==> config.mk <==
export PLATFORM = sky130hd
export DESIGN_NAME = gemm_operand_loader_flat
export DESIGN_NICKNAME = d
export VERILOG_FILES = /design/src/rtl/gemm_operand_loader_if.sv /design/src/rtl/gemm_operand_loader.sv /design/src/flat_wrapper.sv
export SDC_FILE = /design/constraint.sdc
export NUM_CORES = 2
export LEC_CHECK = 0
export CORE_AREA = 5 5 630 632
export DETAILED_ROUTE_END_ITERATION = 12
export DIE_AREA = 0 0 635 637
export DONT_BUFFER_PORTS = 1
export PLACE_DENSITY_LB_ADDON = 0.15
export SLEW_MARGIN = 20
export SYNTH_ARGS = -nofsm -noshare
export SYNTH_HDL_FRONTEND = slang
export SYNTH_SLANG_ARGS = --single-unit
==> constraint.sdc <==
create_clock -name iclk -period 6.7 [get_ports iclk]
set_input_delay 0.67 -clock iclk [delete_from_list [all_inputs] [get_ports iclk]]
set_output_delay 0.67 -clock iclk [all_outputs]
set_load 0.02 [all_outputs]
==> src/rtl/gemm_operand_loader_if.sv <==
// Operand-loader bus: word-serial input stream with valid/ready, control
// strobes, and the parallel scalar/matrix banks presented to the GEMM core.
interface gemm_operand_loader_if #(
  parameter int DATA_WIDTH    = 32,
  parameter int MATRIX_WIDTH  = 4,
  parameter int MATRIX_HEIGHT = 4
);
  localparam int TOTAL = 2 + 3 * MATRIX_HEIGHT * MATRIX_WIDTH;
  localparam int PTR_W = $clog2(TOTAL);

  logic                  in_valid;
  logic                  in_ready;
  logic [DATA_WIDTH-1:0] in_data;
  logic                  abort;
  logic                  mat_ack;
  logic                  mat_valid;
  logic [PTR_W-1:0]      load_ptr;
  logic [DATA_WIDTH-1:0] alpha;
  logic [DATA_WIDTH-1:0] beta;
  logic [DATA_WIDTH-1:0] a_matrix [0:MATRIX_HEIGHT-1][0:MATRIX_WIDTH-1];
  logic [DATA_WIDTH-1:0] b_matrix [0:MATRIX_HEIGHT-1][0:MATRIX_WIDTH-1];
  logic [DATA_WIDTH-1:0] c_matrix [0:MATRIX_HEIGHT-1][0:MATRIX_WIDTH-1];

  // Producer / consumer side (drives the stream and the control strobes)
  modport master (
    output in_valid, in_data, abort, mat_ack,
    input  in_ready, mat_valid, load_ptr, alpha, beta, a_matrix, b_matrix, c_matrix
  );

  // Loader side
  modport slave (
    input  in_valid, in_data, abort, mat_ack,
    output in_ready, mat_valid, load_ptr, alpha, beta, a_matrix, b_matrix, c_matrix
  );
endinterface

==> src/rtl/gemm_operand_loader.sv <==
// GEMM operand loader: collects alpha, beta, A, B, C from a word-serial
// stream into register banks, presents them with mat_valid and holds them
// frozen until the compute block acknowledges with mat_ack.
module gemm_operand_loader #(
  parameter int DATA_WIDTH    = 32,
  parameter int MATRIX_WIDTH  = 4,
  parameter int MATRIX_HEIGHT = 4
) (
  input  logic                  iclk,
  input  logic                  irst_n,
  gemm_operand_loader_if.slave  bus
);
  localparam int ELEMS = MATRIX_HEIGHT * MATRIX_WIDTH;
  localparam int TOTAL = 2 + 3 * ELEMS;
  localparam int PTR_W = $clog2(TOTAL);
  localparam int ROW_W = (MATRIX_HEIGHT > 1) ? $clog2(MATRIX_HEIGHT) : 1;
  localparam int COL_W = (MATRIX_WIDTH > 1) ? $clog2(MATRIX_WIDTH) : 1;

  // Stream slot map: 0 alpha, 1 beta, then A, B, C each row-major
  localparam logic [PTR_W-1:0] ALPHA_P = PTR_W'(0);
  localparam logic [PTR_W-1:0] BETA_P  = PTR_W'(1);
  localparam logic [PTR_W-1:0] A_BASE  = PTR_W'(2);
  localparam logic [PTR_W-1:0] B_BASE  = PTR_W'(2 + ELEMS);
  localparam logic [PTR_W-1:0] C_BASE  = PTR_W'(2 + 2 * ELEMS);
  localparam logic [PTR_W-1:0] LAST_P  = PTR_W'(TOTAL - 1);
  localparam logic [PTR_W-1:0] MW_P    = PTR_W'(MATRIX_WIDTH);

  typedef enum logic [0:0] {
    ST_LOAD = 1'b0,
    ST_FULL = 1'b1
  } state_e;

  state_e                state_q, state_d;
  logic [PTR_W-1:0]      ptr_q, ptr_d;
  logic [DATA_WIDTH-1:0] alpha_q, alpha_d;
  logic [DATA_WIDTH-1:0] beta_q, beta_d;
  logic [DATA_WIDTH-1:0] a_q [0:MATRIX_HEIGHT-1][0:MATRIX_WIDTH-1];
  logic [DATA_WIDTH-1:0] a_d [0:MATRIX_HEIGHT-1][0:MATRIX_WIDTH-1];
  logic [DATA_WIDTH-1:0] b_q [0:MATRIX_HEIGHT-1][0:MATRIX_WIDTH-1];
  logic [DATA_WIDTH-1:0] b_d [0:MATRIX_HEIGHT-1][0:MATRIX_WIDTH-1];
  logic [DATA_WIDTH-1:0] c_q [0:MATRIX_HEIGHT-1][0:MATRIX_WIDTH-1];
  logic [DATA_WIDTH-1:0] c_d [0:MATRIX_HEIGHT-1][0:MATRIX_WIDTH-1];

  logic [PTR_W-1:0]      idx_s;
  logic [ROW_W-1:0]      row_s;
  logic [COL_W-1:0]      col_s;

  // Decode load_ptr into an element offset and row/column within its matrix
  always_comb begin
    idx_s = {PTR_W{1'b0}};
    if (ptr_q >= C_BASE) begin
      idx_s = ptr_q - C_BASE;
    end else if (ptr_q >= B_BASE) begin
      idx_s = ptr_q - B_BASE;
    end else if (ptr_q >= A_BASE) begin
      idx_s = ptr_q - A_BASE;
    end else begin
      idx_s = {PTR_W{1'b0}};
    end
    row_s = ROW_W'(idx_s / MW_P);
    col_s = COL_W'(idx_s % MW_P);
  end

  // Next-state, pointer and bank-write logic; abort overrides everything
  always_comb begin
    state_d = state_q;
    ptr_d   = ptr_q;
    alpha_d = alpha_q;
    beta_d  = beta_q;
    a_d     = a_q;
    b_d     = b_q;
    c_d     = c_q;
    if (bus.abort) begin
      state_d = ST_LOAD;
      ptr_d   = {PTR_W{1'b0}};
    end else begin
      case (state_q)
        ST_LOAD: begin
          if (bus.in_valid) begin
            if (ptr_q == ALPHA_P) begin
              alpha_d = bus.in_data;
            end else if (ptr_q == BETA_P) begin
              beta_d = bus.in_data;
            end else if (ptr_q < B_BASE) begin
              a_d[row_s][col_s] = bus.in_data;
            end else if (ptr_q < C_BASE) begin
              b_d[row_s][col_s] = bus.in_data;
            end else begin
              c_d[row_s][col_s] = bus.in_data;
            end
            if (ptr_q == LAST_P) begin
              state_d = ST_FULL;
              ptr_d   = {PTR_W{1'b0}};
            end else begin
              ptr_d = ptr_q + PTR_W'(1);
            end
          end else begin
            state_d = ST_LOAD;
          end
        end
        ST_FULL: begin
          if (bus.mat_ack) begin
            state_d = ST_LOAD;
          end else begin
            state_d = ST_FULL;
          end
        end
        default: begin
          state_d = ST_LOAD;
          ptr_d   = {PTR_W{1'b0}};
        end
      endcase
    end
  end

  // State, pointer and bank registers; reset clears everything asynchronously
  always_ff @(posedge iclk or negedge irst_n) begin
    if (!irst_n) begin
      state_q <= ST_LOAD;
      ptr_q   <= {PTR_W{1'b0}};
      alpha_q <= {DATA_WIDTH{1'b0}};
      beta_q  <= {DATA_WIDTH{1'b0}};
      for (int r = 0; r < MATRIX_HEIGHT; r++) begin
        for (int c = 0; c < MATRIX_WIDTH; c++) begin
          a_q[r][c] <= {DATA_WIDTH{1'b0}};
          b_q[r][c] <= {DATA_WIDTH{1'b0}};
          c_q[r][c] <= {DATA_WIDTH{1'b0}};
        end
      end
    end else begin
      state_q <= state_d;
      ptr_q   <= ptr_d;
      alpha_q <= alpha_d;
      beta_q  <= beta_d;
      a_q     <= a_d;
      b_q     <= b_d;
      c_q     <= c_d;
    end
  end

  // Outputs come straight from registers; handshake flags decode the state flop
  assign bus.in_ready  = (state_q == ST_LOAD);
  assign bus.mat_valid = (state_q == ST_FULL);
  assign bus.load_ptr  = ptr_q;
  assign bus.alpha     = alpha_q;
  assign bus.beta      = beta_q;
  assign bus.a_matrix  = a_q;
  assign bus.b_matrix  = b_q;
  assign bus.c_matrix  = c_q;

endmodule
==> src/flat_wrapper.sv <==
// flat-port wrapper written by rule: the top's interface ports become plain ports
module gemm_operand_loader_flat 
#(
  parameter int DATA_WIDTH    = 32,
  parameter int MATRIX_WIDTH  = 4,
  parameter int MATRIX_HEIGHT = 4
)
  (iclk, irst_n, bus_in_valid, bus_in_data, bus_abort, bus_mat_ack, bus_in_ready, bus_mat_valid, bus_load_ptr, bus_alpha, bus_beta, bus_a_matrix, bus_b_matrix, bus_c_matrix);
  gemm_operand_loader_if #(.DATA_WIDTH(DATA_WIDTH), .MATRIX_WIDTH(MATRIX_WIDTH), .MATRIX_HEIGHT(MATRIX_HEIGHT)) bus_i ();
  input  logic iclk;
  input  logic irst_n;
  input wire logic [$bits(bus_i.in_valid)-1:0] bus_in_valid;
  input wire logic [$bits(bus_i.in_data)-1:0] bus_in_data;
  input wire logic [$bits(bus_i.abort)-1:0] bus_abort;
  input wire logic [$bits(bus_i.mat_ack)-1:0] bus_mat_ack;
  output wire logic [$bits(bus_i.in_ready)-1:0] bus_in_ready;
  output wire logic [$bits(bus_i.mat_valid)-1:0] bus_mat_valid;
  output wire logic [$bits(bus_i.load_ptr)-1:0] bus_load_ptr;
  output wire logic [$bits(bus_i.alpha)-1:0] bus_alpha;
  output wire logic [$bits(bus_i.beta)-1:0] bus_beta;
  output wire logic [$bits(bus_i.a_matrix)-1:0] bus_a_matrix;
  output wire logic [$bits(bus_i.b_matrix)-1:0] bus_b_matrix;
  output wire logic [$bits(bus_i.c_matrix)-1:0] bus_c_matrix;
  assign bus_i.in_valid = bus_in_valid;
  assign bus_i.in_data = bus_in_data;
  assign bus_i.abort = bus_abort;
  assign bus_i.mat_ack = bus_mat_ack;
  assign bus_in_ready = bus_i.in_ready;
  assign bus_mat_valid = bus_i.mat_valid;
  assign bus_load_ptr = bus_i.load_ptr;
  assign bus_alpha = bus_i.alpha;
  assign bus_beta = bus_i.beta;
  assign bus_a_matrix = {>>{bus_i.a_matrix}};
  assign bus_b_matrix = {>>{bus_i.b_matrix}};
  assign bus_c_matrix = {>>{bus_i.c_matrix}};
  gemm_operand_loader #(.DATA_WIDTH(DATA_WIDTH), .MATRIX_WIDTH(MATRIX_WIDTH), .MATRIX_HEIGHT(MATRIX_HEIGHT)) u_core (.iclk(iclk), .irst_n(irst_n), .bus(bus_i));
endmodule
# Word level (Yosys, flattened, before mapping)
# Cells that the tools add are included.
# totals
in_bits	37
output_inout_bits	1608
reg_bits	1607
# classes
addsub	4
magnitude_cmp	9
n_mux	19
reduce_logical	10
eq_ne	3
n_bitwise	8
# ops
cell	n
$bwmux 512	3
$demux 128 s2	1
$mux 128	1
$demux 32 s2	1
$mux 32	1
$mux 6	4
$reduce_and 7->1	2
$mux 4	3
$sub 4x2->4 const B	3
$add 6x1->6 const B	1
$eq 6x1->1 const B	1
$eq 6x6->1 const B	1
$ge 3x3->1 const B	2
$ge 6x2->1 const B	1
$ge 6x5->1 const B	1
$ge 6x6->1 const B	1
$logic_not 6->1	1
$lt 3x1->1 const B	2
$lt 6x5->1 const B	1
$lt 6x6->1 const B	1
$not 1->1	6
$not 2->3	2
$reduce_and 6->1	1
$reduce_and 5->1	1
other kinds (7)	11

# Depth between registers and ports, before layout
# logic_depth
ltp_word	12
ltp_mapped	10

# Worst setup path before layout
# Ideal clock, no wire load.
# synth_timing
path_kind	flip-flop to flip-flop
startpoint	register u_core.ptr_q[1] (netlist: u_core.bus.load_ptr[1])
endpoint	register u_core.b_q (netlist bit u_core.bus.b_matrix[100])
arrival_ps	2703
period_less_slack_ps	2831
stages_incl_launch_ff	10
setup_time_ps	128
path_slack_ps	3869
n_path_buf	4
cell_sequence	dfrtp_1 -> clkbuf_1 -> inv_1 -> ha_1 -> clkbuf_1 -> or2_2 -> or3_1 -> clkbuf_1 -> buf_2 -> mux2_1
# synth_via
elab_chain_cells	12
elab_cells_between_ends	30
cone_classes	3 x add/sub; 9 x order compare; 1 x eq/ne; 8 x mux; 5 x bitwise; 4 x reduce/logical
# synth_rtl
element	line	rtl
start: declaration	gemm_operand_loader.sv:34	logic [PTR_W-1:0] ptr_q, ptr_d;
start signal: assignment	gemm_operand_loader.sv:120	ptr_q <= {PTR_W{1'b0}};
start signal: assignment	gemm_operand_loader.sv:132	ptr_q <= ptr_d;
$ge 6x2->1 or $sub 4x2->4 (tied branches)	--	
$mux 4	gemm_operand_loader.sv:55	end else if (ptr_q >= A_BASE) begin
$mux 4	gemm_operand_loader.sv:53	end else if (ptr_q >= B_BASE) begin
$mux 4	gemm_operand_loader.sv:51	if (ptr_q >= C_BASE) begin
$not 2->3 (not written as such)	gemm_operand_loader.sv:87	b_d[row_s][col_s] = bus.in_data;
$ge 3x3->1 (not written as such) or $lt 3x1->1 (tied branches)	gemm_operand_loader.sv:87	
$logic_and 1x1->1 (not written as such)	gemm_operand_loader.sv:87	
$mux 32 (not written as such)	gemm_operand_loader.sv:87	
$demux 32 s2	gemm_operand_loader.sv:87	
$mux 128 (not written as such)	gemm_operand_loader.sv:87	
$demux 128 s2	gemm_operand_loader.sv:87	
$bwmux 512	gemm_operand_loader.sv:87	
end signal: indexed assignment	gemm_operand_loader.sv:126	b_q[r][c] <= {DATA_WIDTH{1'b0}};
end: declaration	gemm_operand_loader.sv:39	logic [DATA_WIDTH-1:0] b_q [0:MATRIX_HEIGHT-1][0:MATRIX_WIDTH-1];
# Parallel ways exist; a longest one is shown, timed or not.
# A chain may end at the register's enable or synchronous reset.

# Worst setup path after layout
# layout_timing
startpoint	register u_core.ptr_q[1] (netlist: u_core.bus.load_ptr[1])
endpoint	register u_core.c_q (netlist bit u_core.bus.c_matrix[382])
# layout_via
elab_chain_cells	12
elab_cells_between_ends	31
cone_classes	3 x add/sub; 9 x order compare; 1 x eq/ne; 8 x mux; 6 x bitwise; 4 x reduce/logical
# layout_rtl
element	line	rtl
$ge 6x2->1 or $sub 4x2->4 (tied branches)	--	
$mux 4	gemm_operand_loader.sv:55	
$mux 4	gemm_operand_loader.sv:53	
$mux 4	gemm_operand_loader.sv:51	
$not 2->3 (not written as such)	gemm_operand_loader.sv:89	c_d[row_s][col_s] = bus.in_data;
$ge 3x3->1 (not written as such) or $lt 3x1->1 (tied branches)	gemm_operand_loader.sv:89	
$logic_and 1x1->1 (not written as such)	gemm_operand_loader.sv:89	
$mux 32 (not written as such)	gemm_operand_loader.sv:89	
$demux 32 s2	gemm_operand_loader.sv:89	
$mux 128 (not written as such)	gemm_operand_loader.sv:89	
$demux 128 s2	gemm_operand_loader.sv:89	
$bwmux 512	gemm_operand_loader.sv:89	
end signal: indexed assignment	gemm_operand_loader.sv:127	c_q[r][c] <= {DATA_WIDTH{1'b0}};
end: declaration	gemm_operand_loader.sv:41	logic [DATA_WIDTH-1:0] c_q [0:MATRIX_HEIGHT-1][0:MATRIX_WIDTH-1];
# Parallel ways exist; a longest one is shown, timed or not.

==> results by group <==
Finish
  – Area grow syn2layout: 23.3%
  – Layout cells sized above 1: 54.5%
  – Nets: approximately 3,700
  – Fillers: roughly 42,000
  – Multi-input logic area: 19,200 um^2
  – FF/Latch Area: between 40,000 and 50,000 um^2

Clock network
  – Hold buffers post-CTS: 48
  – Clock Sinks: ~1,600
  – Htree depth: 4
  – Clock Latency Late Sink: approximately 880 ps
  – Num CTS Buffers: 201
  – Clock Path Buffers: 4
  – TritonCTS clock tree: yes
  – Reg clk slew, reported paths: around 60 ps
  – Clock tree root driver cell: clkbuf_16
  – Post CTS Setup Buffer Count: 0
  – Cts repair resizes: 0

Run
  – Maxcap violations: 0

Synth
  – Post-synth top flop: dfrtp_1
  – Yosys warns: 0
  – Post-Synth XOR/XNOR Area: less than 1%
  – Post-synthesis cell count: between 3,000 and 4,000
  – Post-synthesis sequential area ratio: about 66%
  – Complex-gate fraction of the synthesized area: less than 1%
  – EDFF count, synth: 0
  – Avg Cell Area, Syn: between 15 and 20 um^2
  – Synthesized cell area: slightly above 60,000 um^2
  – Yosys cell types: 39
  – Mux cell area share after synthesis: 30.0%
  – Post-synth ARST share: 100%
  – Seq cells post-synth: approximately 1,600
  – Syn Nets: approximately 3,700
  – Synth Area in Adders: 0.124%
  – Main combinational cell family by area after synthesis: multiplexers
  – Simple-gate area share of the yosys netlist: less than 1%

STA
  – Measured slew at the worst slew-check pin: about 1100 ps
  – Final setup TNS: 0 ps
  – Highest Clock Rate: ~240 MHz
  – Final worst-path cycle share: between 60% and 70%
  – Slew headroom: between 20 and 30%
  – Hold Violations, Final: 0
  – Final setup viols: 0
  – RSZ-0062 raised after global routing: no
  – Worst setup margin: between 2000 and 2500 ps
  – Crit path time final: around 4200 ps
  – Worst Hold Margin: 188 ps
  – Final slew viol count: 0
  – Skew final: between 50 and 60 ps

Global route
  – Total track usage: between 10% and 20%
  – First-pass GRT wire length: 397 mm
  – Antenna violations before repair: 49
  – Vias in the first global route: between 30,000 and 40,000
  – Grt ovf: 0
  – Largest net degree at the start of global routing: roughly 140

Worst setup path
  – Worst Reg-to-Reg Cells: 7
  – CP cell instances: inv_1, ha_1, xnor2_2, nand2b_1, nor2_4, buf_4, mux2_2
  – Setup CP Type: flip-flop to flip-flop
  – Crit path max-delay cell type: dfrtp_1
  – Crit path DAT: slightly below 5000 ps
  – CP max FO: 21
  – Crit path capture type: flip-flop
  – Required @ worst endpoint: about 7400 ps
  – CP Launch Type: flip-flop
  – CP max stage delay: 920 ps

Floorplan
  – Io pins: around 1,600
  – Die width: between 600 and 700 um
  – Die height: roughly 640 um
  – Row count: 230
  – Initial core utilization: 15.5%
  – Die ar.: just over 400,000 um^2
  – Core box area: approximately 400,000 um^2

Pwr
  – Static leakage: 35.8 nW
  – Worst vdd ir: 0.170 mV
  – Power per cell area: a little over 300 nW/um^2

Placement
  – Final GP Congestion: between 0.7 and 0.8
  – I/O Buffers: 0
  – Placed wire-length estimate: around 200 mm
  – Placement Setup Slack: 2290 ps

Route
  – Via density per instance: around 3.6
  – Routed wire length: ~300 mm
  – Starting DRT DRC Count: around 1,700
  – Drt pass-1 iters: 4
  – Vias: 33,000
  – WL/cell: between 30 and 40 um
  – DRC Markers: 0
  – Final ANT Viol Nets: 0

Hold path
  – Min-delay worst type: input port to flip-flop
  – Worst hold path depth: 2

Run status
  – Run status: complete, no violations
-- path summary, 6_finish.rpt --
kind	start	to	slack (ps)
max in group asynchronous	irst_n	u_core.bus.c_matrix[189]	4270
min reg2reg	u_core.bus.b_matrix[100]	u_core.bus.b_matrix[100]	660
min in group asynchronous	irst_n	u_core.bus.b_matrix[94]	380
max reg2reg	u_core.bus.load_ptr[1]	u_core.bus.c_matrix[382]	2470
min	bus_in_data[23]	u_core.bus.a_matrix[279]	190
max	u_core.bus.load_ptr[1]	u_core.bus.c_matrix[382]	2470
-- report_power, final --
part | total, mW | internal (mW) | switching [mW]
combinational | 1.06 | 0.362 | 0.700
clock | 11.1 | 6.56 | 4.57
sequential | 10.9 | 10.0 | 0.892
total | 23.1 | 17.0 | 6.16
-- per-stage QoR --
step	util, %	cell area [um^2]	instances	total power [mW]
detailed placement	17.1	66700	8638	11.8
CTS	19.1	74600	9036	23.6
global route	19.1	74600	9037	24.0
floorplan	-	60600	3666	11.3
global placement	17.1	66700	8637	11.8
finish	19.1	74700	9083	23.1
-- cell families (layout without fill, tap and decap cells) --
kind of cell,count (synthesis),after routing
DFF,1607,1607
muxes,1604,1604
buffers and inverters,333,483
and+or+nand+nor,97,97
AOI/OAI and AO/OA,18,18
adders and majority gates,6,6
xor gates and xnor gates,1,1
other,0,47
-- flip-flops by register name, indices dropped and copies added, names as in the netlist --
signal / flops
u_core.bus.a_matrix: 512
u_core.bus.b_matrix: 512
u_core.bus.c_matrix: 512
u_core.bus.alpha: 32
u_core.bus.beta: 32
u_core.bus.load_ptr: 6
u_core.bus.mat_valid: 1
-- critical path, delay by kind of cell, from the launching register on --
family / cells / cell delay, ps
xor+xnor: 1 / 390
fa+ha+maj: 1 / 300
buf+inv: 2 / 780
flops: 1 / 920
mux: 1 / 400
simple gates: 2 / 1180
-- metal layers --
metal	global-route usage, %	share of wire, %
met2	25.7	51
met5	0	0
met3	5.91	9.7
met1	15.8	35
met4	5.95	4.4
-- area by class of cell --
| type | count | share of cell area (%) |
|---|---|---|
| repair buffers | 126 | 2.57 |
| diodes | 47 | 0.157 |
| flip-flops and latches | 1607 | 53.8 |
| clock buffers | 293 | 7.86 |
| inverters | 7 | 0.0352 |
| well taps | 5220 | 8.75 |
| clock inverters | 57 | 1.07 |
| multi-input cells | 1726 | 25.7 |
-- synthesized netlist by cell type, types with 2 or more instances --
cell type / n / area share (%)
or3_1: 4 / 0.041
nand4_1: 8 / 0.083
mux2_2: 1568 / 29
mux2i_1: 2 / 0.033
nand2_1: 7 / 0.043
o2111ai_1: 2 / 0.029
nor2b_1: 4 / 0.041
o21ai_0: 4 / 0.033
ha_1: 6 / 0.12
mux2_1: 4 / 0.074
a21oi_1: 6 / 0.050
dfrtp_1: 1607 / 66
and3_1: 3 / 0.031
buf_1: 9 / 0.056
inv_1: 7 / 0.043
nor3_1: 11 / 0.091
mux2_4: 30 / 0.74
nand3_1: 19 / 0.16
buf_6: 4 / 0.074
nor2_1: 24 / 0.15
clkbuf_1: 174 / 1.1
buf_2: 138 / 1.1
or2_2: 4 / 0.041
nand2b_1: 5 / 0.052
or4_1: 2 / 0.025
-- cells in the final DEF (no fill, tap or decap), types with 5 or more instances in the layout --
cell	synthesis	final
dfrtp_1	1607	1607
mux2_2	1568	1568
clkbuf_16	0	202
buf_4	1	68
diode_2	0	47
clkbuf_8	0	47
clkbuf_1	174	44
buf_16	0	38
mux2_4	30	30
clkinv_2	0	28
nor2_4	0	18
buf_12	0	16
bufinv_16	0	13
nand4_1	8	8
nor3_2	0	8
inv_1	7	7
nand3_1	19	7
nand3_2	0	7
nor2_1	24	6
ha_1	6	6
nand2b_1	5	5
nand3_4	0	5
nand2_1	7	5
a21oi_1	6	5
clkinv_16	0	5
No activity file was read; power rests on OpenSTA's default activity.
